### src/rtl/afns_weight_cfg_pkg.sv
// Shared definitions for the adaptive-FNS weight configuration sequencer.
// The sequencer walks the TSV map once per configuration request.
package afns_weight_cfg_pkg;

    typedef enum logic [1:0] {
        ST_IDLE = 2'd0,
        ST_SCAN = 2'd1,
        ST_DONE = 2'd2
    } state_t;

    localparam int MAX_N = 16;

endpackage

### src/rtl/afns_weight_step.sv
// One step of the Fibonacci weight recurrence for a single bit position.
// The first two usable positions both weigh 1; later positions weigh a+b, saturating.
module afns_weight_step #(
    parameter int WW = 4,
    parameter int NW = 3
) (
    input  logic [WW-1:0] i_a,
    input  logic [WW-1:0] i_b,
    input  logic [NW-1:0] i_seen,
    input  logic          i_usable,
    output logic [WW-1:0] o_w,
    output logic          o_sat,
    output logic [WW-1:0] o_nextA,
    output logic [WW-1:0] o_nextB
);

    logic [WW:0] w_sum;

    assign w_sum = {1'b0, i_a} + {1'b0, i_b};

    // Unusable positions get weight 0 and leave the running pair untouched.
    always_comb begin
        o_w     = '0;
        o_sat   = 1'b0;
        o_nextA = i_a;
        o_nextB = i_b;
        if (i_usable) begin
            if (i_seen < NW'(2)) begin
                o_w = WW'(1);
            end else if (w_sum[WW]) begin
                o_w   = '1;
                o_sat = 1'b1;
            end else begin
                o_w = w_sum[WW-1:0];
            end
            o_nextA = i_b;
            o_nextB = o_w;
        end
    end

endmodule

### src/rtl/afns_weight_cfg.sv
// Configuration sequencer for one adaptive-FNS coder group: computes per-position
// Fibonacci weights from the TSV usability map, one position per clock, plus capacity.
module afns_weight_cfg
    import afns_weight_cfg_pkg::*;
#(
    parameter  int N  = 5,
    parameter  int WW = 4,
    localparam int CW = WW + $clog2(N),
    localparam int NW = $clog2(N + 1)
) (
    input  logic            clock,
    input  logic            reset,
    input  logic            cfg_start,
    input  logic [N-1:0]    en_map,
    output logic            cfg_busy,
    output logic            cfg_done,
    output logic            cfg_valid,
    output logic [N-1:0]    en_flag,
    output logic [N*WW-1:0] fns_w,
    output logic [CW-1:0]   cap_max,
    output logic [NW-1:0]   n_usable,
    output logic            ovf
);

    localparam int IW = (N > 1) ? $clog2(N) : 1;

    state_t               r_state;
    state_t               w_nextState;
    logic [IW-1:0]        r_idx;
    logic [WW-1:0]        r_a;
    logic [WW-1:0]        r_b;
    logic [N-1:0]         r_enFlag;
    logic [N-1:0][WW-1:0] r_fnsW;
    logic [CW-1:0]        r_capMax;
    logic [NW-1:0]        r_nUsable;
    logic                 r_ovf;
    logic                 r_valid;

    logic                 w_usable;
    logic                 w_last;
    logic [WW-1:0]        w_w;
    logic                 w_sat;
    logic [WW-1:0]        w_nextA;
    logic [WW-1:0]        w_nextB;

    assign w_usable = r_enFlag[r_idx];
    assign w_last   = (r_idx == IW'(N - 1));

    afns_weight_step #(
        .WW(WW),
        .NW(NW)
    ) u_step (
        .i_a     (r_a),
        .i_b     (r_b),
        .i_seen  (r_nUsable),
        .i_usable(w_usable),
        .o_w     (w_w),
        .o_sat   (w_sat),
        .o_nextA (w_nextA),
        .o_nextB (w_nextB)
    );

    always_ff @(posedge clock) begin
        if (reset) begin
            r_state <= ST_IDLE;
        end else begin
            r_state <= w_nextState;
        end
    end

    always_comb begin
        w_nextState = r_state;
        case (r_state)
            ST_IDLE: if (cfg_start) w_nextState = ST_SCAN;
            ST_SCAN: if (w_last)    w_nextState = ST_DONE;
            ST_DONE:                w_nextState = ST_IDLE;
            default:                w_nextState = ST_IDLE;
        endcase
    end

    // Valid is raised on the last scan step so it coincides with the DONE cycle.
    always_ff @(posedge clock) begin
        if (reset) begin
            r_idx     <= '0;
            r_a       <= '0;
            r_b       <= '0;
            r_enFlag  <= '0;
            r_fnsW    <= '0;
            r_capMax  <= '0;
            r_nUsable <= '0;
            r_ovf     <= 1'b0;
            r_valid   <= 1'b0;
        end else begin
            case (r_state)
                ST_IDLE: begin
                    if (cfg_start) begin
                        r_enFlag  <= en_map;
                        r_fnsW    <= '0;
                        r_capMax  <= '0;
                        r_nUsable <= '0;
                        r_ovf     <= 1'b0;
                        r_a       <= '0;
                        r_b       <= '0;
                        r_idx     <= '0;
                        r_valid   <= 1'b0;
                    end
                end
                ST_SCAN: begin
                    r_fnsW[r_idx] <= w_w;
                    if (w_usable) begin
                        r_a       <= w_nextA;
                        r_b       <= w_nextB;
                        r_nUsable <= r_nUsable + 1'b1;
                        r_capMax  <= r_capMax + CW'(w_w);
                        r_ovf     <= r_ovf | w_sat;
                    end
                    r_idx <= r_idx + 1'b1;
                    if (w_last) begin
                        r_valid <= 1'b1;
                    end
                end
                default: begin
                end
            endcase
        end
    end

    assign cfg_busy  = (r_state != ST_IDLE);
    assign cfg_done  = (r_state == ST_DONE);
    assign cfg_valid = r_valid;
    assign en_flag   = r_enFlag;
    assign fns_w     = r_fnsW;
    assign cap_max   = r_capMax;
    assign n_usable  = r_nUsable;
    assign ovf       = r_ovf;

endmodule

### config.mk
export PLATFORM = sky130hd
export DESIGN_NAME = afns_weight_cfg
export DESIGN_NICKNAME = d
export VERILOG_FILES = /design/src/rtl/afns_weight_cfg_pkg.sv /design/src/rtl/afns_weight_step.sv /design/src/rtl/afns_weight_cfg.sv
export SDC_FILE = /design/constraint.sdc
export NUM_CORES = 1
export LEC_CHECK = 0
export BUFFER_PORTS_ARGS = -buffer_cell sky130_fd_sc_hd__buf_2
export CELL_PAD_IN_SITES_DETAIL_PLACEMENT = 0
export CELL_PAD_IN_SITES_GLOBAL_PLACEMENT = 1
export CORE_ASPECT_RATIO = 0.5
export CORE_MARGIN = 4
export CORE_UTILIZATION = 35
export DETAILED_ROUTE_END_ITERATION = 10
export PLACE_DENSITY = 0.69
export SLEW_MARGIN = 20
export SYNTH_ARGS = -nofsm -noshare
export SYNTH_HDL_FRONTEND = slang
export SYNTH_HIERARCHICAL = 1
export SYNTH_SLANG_ARGS = --single-unit
### constraint.sdc
create_clock -name clock -period 5.5 [get_ports clock]
set_clock_uncertainty 0.1 [all_clocks]
set_input_delay 0.275 -clock clock [delete_from_list [all_inputs] [get_ports clock]]
set_output_delay 0.275 -clock clock [all_outputs]
set_load 0.005 [all_outputs]
; Word-level counts from Yosys, hierarchy flattened
; Index checks and enable logic that the tools add are counted.
; W data, S select, Z words.
[word_totals]
out_inout_bits = 39
wordCells = 70
ff_bits = 50
inputBits = 8
[classes]
eq_ne = 6
add_sub_neg = 4
n_mux = 33
reduce_logical = 9
n_lt_le_gt_ge = 3
bitwise = 1
[ops]
columns = operator, n
row1 = $pmux W20 S2, 1
row2 = $mux W4, 7
row3 = $bwmux W20, 1
row4 = $mux W20, 1
row5 = $pmux W4 S2, 2
row6 = $mux W7, 2
row7 = $pmux W7 S2, 1
row8 = $demux W4 S3, 1
row9 = $pmux W3 S2, 2
row10 = $add A7 B4 Y7, 1
row11 = $mux W1, 7
row12 = $add A3 B1 Y3 const B, 2
row13 = $mux W3, 2
row14 = $reduce_and A2 Y1, 3
row15 = $reduce_and A3 Y1, 2
row16 = $add A4 B4 Y5, 1
row17 = $lt A3 B4 Y1 const B, 1
row18 = $mux W2, 2
row19 = $ne A2 B2 Y1 const B, 2
row20 = $pmux W1 S2, 2
row21 = $pmux W2 S2, 1
row22 = $reduce_bool A2 Y1, 2
row23 = $bmux W1 S3, 1
row24 = $eq A3 B3 Y1 const B, 1
row25 = 8 further kinds, 8

; Depth between registers and ports, before layout
[logic_depth]
word_depth = 7
ltp_mapped = 13
ltp_nobuf = 13

; Hierarchy
; The synthesis kept the hierarchy.
[by_module_without_submodules]
columns = mod, area_each_um2, cells_each, seq_area_each_um2, n_inst
row1 = afns_weight_cfg, 2134.5, 262, 1001.0, 1
row2 = afns_weight_step, 317.8, 41, 0.0, 1

; Least setup slack after synthesis
; Ideal clock, no wire load.
[synth_timing]
path_kind = register to register
from = register r_b[0]
to = register r_capMax[6], in the netlist cap_max[6]
slack_ns = 2.490
stages_incl_launch_ff = 14
period_less_slack_ns = 3.010
t_required_ns = 5.330
arrival_time_ns = 2.840
cell_sequence = dfxtp_1 ha_1 inv_1 fa_1 nor2b_4 o21a_2 nor2_2 a21oi_1 ha_1 fa_1 a21o_1 a21oi_1 or4_1 a21oi_1
[synth_between]
elab_chain_len = 7
[synth_lines]
columns = item, line_no
row1 = "start, declared", afns_weight_cfg.sv:31  ; logic [WW-1:0] r_b;
row2 = "start signal, assigned", afns_weight_cfg.sv:112  ; r_b <= w_nextB;
row3 = $add A4 B4 Y5, afns_weight_step.sv:19  ; assign w_sum = {1'b0, i_a} + {1'b0, i_b};
row4 = $mux W4, afns_weight_step.sv:30  ; end else if (w_sum[WW]) begin
row5 = $mux W4, afns_weight_step.sv:28  ; if (i_seen < NW'(2)) begin
row6 = $mux W4, afns_weight_step.sv:27  ; if (i_usable) begin
row7 = named net w_w[0], afns_weight_cfg.sv:41  ; logic [WW-1:0] w_w;
row8 = $add A7 B4 Y7, afns_weight_cfg.sv:114  ; r_capMax <= r_capMax + CW'(w_w);
row9 = $mux W7, afns_weight_cfg.sv:110  ; if (w_usable) begin
row10 = $pmux W7 S2, afns_weight_cfg.sv:94  ; case (r_state)
row11 = "end signal, assigned", afns_weight_cfg.sv:114
row12 = "end, declared", afns_weight_cfg.sv:34  ; logic [CW-1:0] r_capMax;
; The timed path passes the listed nets, and every way through them passes these cells. The select of a mux whose other input is x is not followed.
; A chain may end at the register's enable or synchronous reset.

; Worst setup path after layout
[layout_timing]
from = register r_idx[1]
to = register r_capMax[6], in the netlist cap_max[6]
[layout_between]
elab_chain_len = 6
elab_cells_between_ends = 8
[layout_lines]
columns = item, line_no
row1 = "start, declared", afns_weight_cfg.sv:29  ; logic [IW-1:0] r_idx;
row2 = "start signal, assigned", afns_weight_cfg.sv:117  ; r_idx <= r_idx + 1'b1;
row3 = $bmux W1 S3, afns_weight_cfg.sv:46  ; assign w_usable = r_enFlag[r_idx];
row4 = $mux W1 (implied by the code), afns_weight_cfg.sv:46
row5 = named net w_usable, afns_weight_cfg.sv:39  ; logic w_usable;
row6 = $mux W4, afns_weight_step.sv:27
row7 = named net w_w[1], afns_weight_cfg.sv:41
row8 = $add A7 B4 Y7, afns_weight_cfg.sv:114
row9 = $mux W7, afns_weight_cfg.sv:110
row10 = $pmux W7 S2, afns_weight_cfg.sv:94
; The timed path passes the listed nets, and every way through them passes these cells. The select of a mux whose other input is x is not followed.

==> flow_summary_export.csv <==
group,metric,value,unit
die,core,6750,um2
cts,insertion_delay,290,ps
min_path,hold_path.class,"in -> reg",
cells_and_area,drive_gt1_share,20.2,%
cts,hold_buffers,0,
worst_setup_path,cp_common_cell,"a21oi_1",
worst_setup_path,cp.arrival,3700,ps
detailed_routing,viasPerCell,5.22,
worst_setup_path,cp_data_required_time,5620,ps
worst_setup_path,worstSetupEndpointType,"flip-flop",
cells_and_area,final_common_cell,"nand2_1",
placed_design,routabilityCongestion,0.848,
global_route,grtUsageMet2,24.1,%
synthesis,syn_area_per_cell,8.09,um2
die,die_area,8490,um2
placed_design,portBuffers,46,
detailed_routing,wl_per_cell,14.4,um
worst_setup_path,cp_top_family,"simple AND/OR/NAND/NOR gates",
global_route,grt_pass1_vias,2143,
worst_setup_path,worst-path-buf-inv,1,
detailed_routing,routed_wl,6.23,mm
run,max-cap-violations,0,
worst_setup_path,path_cells,"inv_1, a211o_1, nand2_1, o21ai_1, nor2_1, fa_1, a21o_1, a21oi_1, or4_1, a21oi_1",
cts,postCtsResizedCells,0,
synthesis,synthesis.nets,324,
detailed_routing,drcViolationCount,0,
cts,htreeDepth,2,
synthesis,yosys_register_bits,50,
pwr,power_per_cell_area,284,nW/um2
sta,final.setup.tns,0,ps
cells_and_area,nNetsFinal,361,
pwr,ir_drop,0.141,mV
worst_setup_path,crit_path_start_kind,"flip-flop",
die,die_h,67.2,um
worst_setup_path,worst_path_max_delay_cell,"nor2_1",
sta,rsz0062_at_grt,"no",
synthesis,async_flop_share,0,%
cells_and_area,antenna_cells,0,
sta,worst_pin_slew,849,ps
cts,cts-root-buf,"clkbuf_16",
global_route,gr-usage-met3,3.79,%
cells_and_area,final_cell_mix,"54 x nand2_1, 50 x dfxtp_1, 48 x a21oi_1",
synthesis,seq_area_frac_synth,40.8,%
sta,fmax,0.280,GHz
cts,cts.sinks,50,
global_route,grt_max_degree,47,
synthesis,synthCells,303,
synthesis,synth-edff-count,0,
sta,drv_slew,0,
global_route,grt_overflow,0,
sta,maxSlewHeadroom,43.4,%
global_route,antenna_found_initial,0,
die,die_width,126,um
global_route,grt_use_total,15.1,%
synthesis,ys_types,45,
detailed_routing,postRouteAntennaNets,0,
cts,cts_tree,"built",
sta,hold_viol_final,0,
worst_setup_path,worstPathMaxFanout,11,
cts,cts.clk_slew.worst_paths,70,ps
synthesis,synthFlopType,"dfxtp_1",
cts,numCtsBuffers,5,
status,status,"complete, no violations",
die,io_pins,47,
global_route,grt_pass1_wl,10.3,mm
worst_setup_path,cpPeakStageDelay,570,ps
cts,cts_setup_buffers,0,
sta,setup_slack,1920,ps
global_route,grt_util_met1,20.5,%
placed_design,dp_slack,1980,ps
detailed_routing,drt-initial-drc-count,152,
worst_setup_path,critPathKind,"reg -> reg",
detailed_routing,routed-via-count,2260,
pwr,power_leakage,0.00120,uW
sta,fin_crit,3580,ps
placed_design,dp_hpwl,4.56,mm
cells_and_area,area_delta_synth_final,19.2,%
synthesis,syn_area,2450,um2
die,placementRows,21,
synthesis,ys_warn_count,6,
sta,setup_viol,0,
cells_and_area,nFillCells,706,
detailed_routing,drtPass1Iterations,4,
sta,finalCritPeriodShare,65.0,%
die,initial_core_util,36.3,%
global_route,top_usage_layer,"met2",
cts,cts_buffer_depth,2,
==> cell usage after synthesis, drive strengths merged (2+ instances only) <==
cell    number  area (um2)
nand3       39         195
or4          2        15.0
nor3         3        15.0
o21ai        5        25.0
fa           2        40.0
a21o         6        45.0
nor4         5        31.3
inv          8        30.0
nor3b        2        25.0
nor2b        3        26.3
xor2         3        26.3
dfxtp       50        1000
o31ai        2        15.0
ha          11         138
buf          9        50.1
o211ai       2        15.0
clkbuf       9        33.8
nor2        18        70.1
mux2         4        45.0
a21oi       48         240
nand2       54         203
==> state kept, by name (all words and copies together), names as in the netlist <==
name and cells:
n_usable 3, r_idx 3, r_a 4, cfg_valid 1, ovf 1, r_b 4
fns_w 20, r_state 2, cap_max 7, en_flag 5
==> power by group <==
part	internal (uW)	switching (uW)	leakage, uW
clock network	262	142	0.0000940
logic	16.0	39.9	0.000706
registers	366	5.20	0.000404
total	644	187	0.00120
==> path summary, 6_finish.rpt <==
kind,endpoint,depth (start not counted),startpoint,slack [ps]
worst max-delay path,cap_max[6],10,r_idx[1],1920
worst min-delay path,en_flag[4],3,en_map[4],120
worst max register to register,cap_max[6],10,r_idx[1],1920
worst min register to register,cfg_valid,1,cfg_valid,350
==> per-stage QoR <==
stage	cells	util (%)	power, uW	cell area (um2)	hold slack, ps
after global routing	433	43.3	861	2920	119
after floorplan	303	-	420	2450	311
after detailed placement	425	40.4	436	2730	335
after global placement	425	40.4	435	2730	332
after CTS	433	43.3	838	2920	111
final	433	43.3	831	2920	115
==> metal layers <==
metal  wire [um]  part of all wire [%]
met5           0                     0
met4          66                   1.1
met2        2740                    44
met1        3200                    51
met3         222                   3.6
==> cell type report <==
type                            instances  area [um2]  area share (%)
Multi-Input combinational cell        227        1340            45.8
Sequential cell                        50        1000            34.2
Timing Repair Buffer                   48         245            8.39
Clock buffer                            5         125            4.28
Tap cell                               92         115            3.94
Clock inverter                          3        68.8            2.35
Inverter                                8        30.0            1.03
==> kinds of logic after synthesis <==
family | Yosys count | share of synthesized area (%)
flops | 50 | 40.8
mux | 5 | 2.24
buf+inv | 26 | 4.64
xor+xnor | 4 | 1.43
fa+ha+maj | 13 | 7.24
simple gates | 131 | 25.1
compound gates | 74 | 18.5
==> worst reg2reg max path, cell delays in order (launching register included) <==
cell,delay [ps]
dfxtp_1,490
inv_1,180
a211o_1,320
nand2_1,350
o21ai_1,270
nor2_1,570
fa_1,350
a21o_1,130
a21oi_1,120
or4_1,490
a21oi_1,140
Note: power is estimated with default switching activity, not from simulation.
